[config.mk]
export PLATFORM = sky130hd
export DESIGN_NAME = csa_32
export DESIGN_NICKNAME = d
export VERILOG_FILES = /design/src/rtl/csa_32.sv
export SDC_FILE = /design/constraint.sdc
export NUM_CORES = 1
export LEC_CHECK = 0
export CORE_ASPECT_RATIO = 0.6
export CORE_MARGIN = 1
export CORE_UTILIZATION = 43
export CTS_BUF_LIST = sky130_fd_sc_hd__clkbuf_8
export DETAILED_ROUTE_END_ITERATION = 8
export PLACE_DENSITY = 0.95
export SYNTH_ARGS = -nofsm -noshare
export SYNTH_HDL_FRONTEND = slang
export SYNTH_SLANG_ARGS = --single-unit
[constraint.sdc]
create_clock -name clock -period 0.84 [get_ports clock]
set_clock_uncertainty 0.05 [all_clocks]
set_input_delay 0.126 -clock clock [delete_from_list [all_inputs] [get_ports clock]]
set_output_delay 0.126 -clock clock [all_outputs]
set_load 0.02 [all_outputs]
[src/rtl/csa_32.sv]
// -----------------------------------------------------------------------------
// csa_32 : 32-bit carry-select adder with registered result.
//
// Computes {cout, sum} = a + b + cin as a 33-bit unsigned sum and registers
// it on the rising clock edge (latency 1, one new operation per cycle).
//
// Adder structure: block 0 (bits 3:0) is a plain 4-bit ripple adder fed by
// cin. Blocks 1..7 each compute two 4-bit ripple results in parallel, one
// assuming carry-in 0 and one assuming carry-in 1. The carry selected by the
// previous block picks the correct result. The carry selected by block 7
// becomes cout.
//
// Ports:
//   clock    in   1   system clock, rising-edge active
//   reset_n  in   1   asynchronous active-low reset, clears sum/cout
//   a        in   32  addend A, unsigned
//   b        in   32  addend B, unsigned
//   cin      in   1   carry in, bit-0 weight
//   cout     out  1   registered carry out of bit 31
//   sum      out  32  registered sum bits [31:0]
// -----------------------------------------------------------------------------
module csa_32 (
  input  logic        clock,
  input  logic        reset_n,
  input  logic [31:0] a,
  input  logic [31:0] b,
  input  logic        cin,
  output logic        cout,
  output logic [31:0] sum
);

  // Single-bit full adder; returns {carry_out, sum_bit}.
  function automatic logic [1:0] full_add(input logic x, input logic y, input logic c);
    logic s;
    logic co;
    s  = x ^ y ^ c;
    co = (x & y) | (c & (x ^ y));
    return {co, s};
  endfunction

  // 4-bit ripple adder; returns {carry_out, sum[3:0]}.
  function automatic logic [4:0] ripple4(input logic [3:0] x, input logic [3:0] y,
                                         input logic c);
    logic [3:0] s;
    logic       cc;
    logic [1:0] fa;
    cc = c;
    s  = 4'h0;
    for (int i = 0; i < 4; i++) begin
      fa   = full_add(x[i], y[i], cc);
      s[i] = fa[0];
      cc   = fa[1];
    end
    return {cc, s};
  endfunction

  logic [31:0] sum_comb;
  logic        cout_comb;
  logic        carry;
  logic [4:0]  blk0;
  logic [4:0]  res_c0;
  logic [4:0]  res_c1;

  // Combinational carry-select core: ripple block 0, then select per block.
  always_comb begin
    sum_comb  = 32'h0;
    cout_comb = 1'b0;
    res_c0    = 5'h00;
    res_c1    = 5'h00;
    blk0      = ripple4(a[3:0], b[3:0], cin);
    sum_comb[3:0] = blk0[3:0];
    carry     = blk0[4];
    for (int k = 1; k < 8; k++) begin
      // Both candidate results are independent of the incoming carry, so
      // only the 2:1 select sits on the block-to-block carry path.
      res_c0 = ripple4(a[4*k +: 4], b[4*k +: 4], 1'b0);
      res_c1 = ripple4(a[4*k +: 4], b[4*k +: 4], 1'b1);
      if (carry) begin
        sum_comb[4*k +: 4] = res_c1[3:0];
        carry              = res_c1[4];
      end else begin
        sum_comb[4*k +: 4] = res_c0[3:0];
        carry              = res_c0[4];
      end
    end
    cout_comb = carry;
  end

  // Result register; reset clears the result and discards any pending sum.
  always_ff @(posedge clock or negedge reset_n) begin
    if (!reset_n) begin
      sum  <= 32'h0;
      cout <= 1'b0;
    end else begin
      sum  <= sum_comb;
      cout <= cout_comb;
    end
  end

endmodule

=== Word level (Yosys, flattened, before mapping) ===
Index checks and enable logic that the tools add are counted.

* $add $sub $neg: 0
* $mul: 0
* Divide/modulo/power cells: 0
* Magnitude comparators: 0
* Equality and inequality tests: 0
* Shift operators: 0
* Mux-type cells: 14
* Bitwise logic cells: 216
* Reduce and logical (&&, ||, !) cells: 0

{| class="wikitable"
|+ Operators with widths
! cell !! number
|-
| AND 1 bit || 78
|-
| XOR 1 bit || 78
|-
| bitwise OR 1 bit || 53
|-
| 2-to-1 mux 4 bit || 7
|-
| 2-to-1 mux 1 bit || 7
|-
| NOT 1 bit || 7
|}

* Register bits: 33
* Bits in latches: 0
* Bits in writable memories: 0
* Bits in read-only memories: 0
* Output and inout bits: 33
* Logic and storage cells: 232
* Memories kept: 0

=== Depth between registers and ports, before layout ===
* Depth after elaboration: 16
* Mapped depth: 43
* Gate-level depth less buffers: 43

=== Worst setup path before layout ===
No wires, ideal clock.

* Kind: input-to-reg
* From: in a[0]
* To: reg sum[31]
* Library setup time: 64 ps
* Arrival time: 10,199 ps
* Required time: 726 ps
* Slack: -9,473 ps
* Cell stages on the path: 40
* Buffers on the path: 0
* Path through: fa_1 fa_1 inv_1 fa_1 inv_1 fa_1 mux2i_1 fa_1 fa_1 inv_1 fa_1 o21ai_0 fa_1 fa_1 inv_1 fa_1 o21ai_0 fa_1 [4 not listed] fa_1 fa_1 fa_1 nor2_1 a21oi_1 fa_1 fa_1 fa_1 mux2i_1 fa_1 fa_1 fa_1 mux2i_1 fa_1 fa_1 inv_1 fa_1 inv_1

* Longest elaborated chain between the ends: 16
* Elaborated cells between the ends (all ways): 17
* Classes of those cells: 7 x mux; 10 x bitwise

{| class="wikitable"
|+ RTL lines
! element !! RTL line !! RTL
|-
| start, declared || 25 || <nowiki>input logic [31:0] a,</nowiki>
|-
| XOR 1 bit || 37 || <nowiki>co = (x & y) | (c & (x ^ y));</nowiki>
|-
| AND 1 bit || 37 ||
|-
| bitwise OR 1 bit (*) || 37 ||
|-
| AND 1 bit (*) || 37 ||
|-
| bitwise OR 1 bit (*) || 37 ||
|-
| AND 1 bit (*) || 37 ||
|-
| bitwise OR 1 bit (*) || 37 ||
|-
| AND 1 bit (*) || 37 ||
|-
| bitwise OR 1 bit (*) || 37 ||
|-
| 2-to-1 mux 1 bit (*) (6 in a row) || 78 || <nowiki>if (carry) begin</nowiki>
|-
| 2-to-1 mux 4 bit (*) || 78 ||
|-
| named net sum_comb[31] || 57 || <nowiki>logic [31:0] sum_comb;</nowiki>
|-
| end signal, assigned || 95 || <nowiki>sum <= sum_comb;</nowiki>
|-
| end, declared || 29 || <nowiki>output logic [31:0] sum</nowiki>
|}

Mark *: on every way through the listed nets, which the timed path passes. The rest lies on a longest branch.

=== Final worst setup path ===
Same ends and word-level chain as after synthesis.

==> qor.csv <==
stage,metric,value,unit
layout,FILL cells,200,
layout,Nets,355,
sta,slew margin rel.,0.856,
global_routing,vias in the first global route,1418,
floorplanning,Die Area,4400,µm²
layout,"commonest non-fill, non-tap cell in the layout",clkdlybuf4s50_1,
sta,final critical-path share of the clock period,11.6,
synthesis,"Avg Cell Area, Syn",13.8,µm²
layout,most frequent cells in the layout,"62 x clkdlybuf4s50_1, 37 x buf_6, 33 x dfrtp_1",
placement,final RePlAce weighted congestion,0.722,
drt,DR vias,1325,
sta,Final WS setup,-8940,ps
layout,multi-input logic area,906,µm²
global_routing,gr usage total,0.225,
drt,mean number of vias per cell,4.46,
placement,number of I/O port buffers,99,
layout,Finished Layout Cells,297,
layout,sequential cell area,826,µm²
sta,unrepaired setup endpoints after global routing,true,
sta,Pins Over Slew Limit,0,
floorplanning,row count,17,
worst_setup_path,Crit. End Element,register,
outcome,violated checks,"DRC, setup timing",
drt,routed len/inst,15.1,µm
power,PwrDens,1790,nW/µm²
sta,Setup-failing EPs final,65,
synthesis,library cells used by synthesis,11,
floorplanning,die height,51.8,µm
global_routing,pin count of the biggest net entering global routing,34,
synthesis,YS warnings,0,
synthesis,Syn Nets,235,
worst_setup_path,Crit Path Class,in2reg,
worst_setup_path,CP max FO,3,
floorplanning,CORE AREA,3810,µm²
power,Total Power,5.74,mW
cts,clock root cell,clkbuf_8,
synthesis,Mapped Area,1770,µm²
drt,TritonRoute pass-1 iters,7,
run,maxcap violations,0,
cts,Num CTS Buffers,5,
global_routing,first-pass GRT wire length,6820,µm
placement,Post-Place Cells,281,
floorplanning,io pins,100,
worst_setup_path,CP max stage cell,fa_2,
sta,Final Hold Viols,0,
sta,Worst Max-Slew Pin Slew,210,ps
cts,Worst-path clk slew,70,ps
drt,final WL,4490,µm
power,leakage,1.50,nW
worst_setup_path,Crit path required time,1020,ps
worst_setup_path,Max stage delay on crit path,410,ps
synthesis,"FF+latch count, synth",33,
cts,Max clock buf depth,2,
layout,design area,3200,µm²
cts,Clock Sinks,33,
min_path,Worst Hold Class,in2reg,
outcome,status,finished with violations,
drt,ANT nets after route,0,
synthesis,Post-Syn Instances,129,
power,Worst IR Drop VDD,1070,µV
drt,DRT iter0 DRCs,29,
layout,layout cells sized above 1,0.404,
cts,CTS tree,built,
min_path,hold depth,2,
floorplanning,Die W,84.9,µm
cts,Hold Buf Count CTS,0,
global_routing,gr ovfl total,0,
placement,HPWL Detailed,3270,µm
floorplanning,Initial Util,0.466,
placement,Post-Place Cell Area,2950,µm²
sta,minimum clock period,9780,ps
worst_setup_path,Worst EP arrival,9960,ps
layout,antenna cells,0,
synthesis,register area share after synthesis,0.465,
worst_setup_path,type of origin of the critical path,primary input,
global_routing,antenna violations before repair,0,
sta,fmax,102,MHz
layout,Synth-to-Final Area Change,80.2,%
cts,htree depth,2,
worst_setup_path,CP dominant cell by count,fa_2,
placement,pre-CTS WS,-9490,ps
drt,DRC Markers,6,
-- cells by family (layout without fill, tap and decap cells) --
kind of cell	after synthesis	after routing	share of synthesized area
xor+xnor	7	7	0.0346
buf+inv	39	160	0.0825
mux	3	3	0.0169
compound gates	4	4	0.0113
flops	33	33	0.465
simple gates	4	4	0.00846
fa+ha+maj	39	39	0.381
-- routing by layer --
metal  global-route usage  up-vias  part of all wire
li1                     -      602                 -
met1                0.224      651              0.35
met2                0.411       63              0.52
met3                0.105        9              0.11
met4                0.105        0             0.019
met5                    0        -                 0
-- sequential cells by signal (all words and copies together) (netlist names) --
| signal | flops |
|---|---|
| cout | 1 |
| sum | 32 |
-- worst max-delay path, delay by kind of cell --
kind	cells	cell delay, ps
simple gates	1	110
fa+ha+maj	25	8440
compound gates	4	260
buf+inv	8	510
mux	3	460
-- where the power goes --
group | leakage, nW | switching [mW] | internal, mW
clock | 0.0542 | 0.606 | 0.741
sequential | 0.385 | 0.166 | 1.91
combinational | 1.06 | 1.03 | 1.28
-- metrics by stage --
step                hold slack (ps)  utilization  TNS, ps
finish                         84.6        0.840  -151340
global route                   85.8        0.840  -157870
CTS                            88.1        0.826  -147720
detailed placement              461        0.775  -172140
global placement                461        0.775  -170300
floorplan                      -220            -  -141980
-- Yosys cell counts --
cell	count	area, µm²
inv_1	39	146
a21oi_1	1	5.00
nor2_1	1	3.75
fa_1	25	500
o21ai_0	3	15.0
nand2_1	3	11.3
xnor2_1	3	26.3
ha_1	14	175
xor2_1	4	35.0
dfrtp_1	33	826
mux2i_1	3	30.0
-- what timing repair did --
action,4_1_cts,5_1_grt
pin swaps,6,0
setup buffers,4,4
hold endpoints to repair,0,0
gates resized for setup,222,8
setup endpoints to repair,66,65
-- area by class of cell --
type,instances,area share
tap,47,0.0184
multi-input combinational,57,0.283
clock buffer,7,0.0301
timing repair buffer,113,0.362
clock inverter,1,0.00157
inverter,39,0.0458
sequential,33,0.258
-- worst paths after layout --
check,from,endpoint,slack [ps]
max in group asynchronous,reset_n,sum[28],400
min in group asynchronous,reset_n,sum[1],160
worst max-delay path,a[0],sum[31],-8940
worst min-delay path,a[0],sum[0],80
No activity file was read; power rests on OpenSTA's default activity.
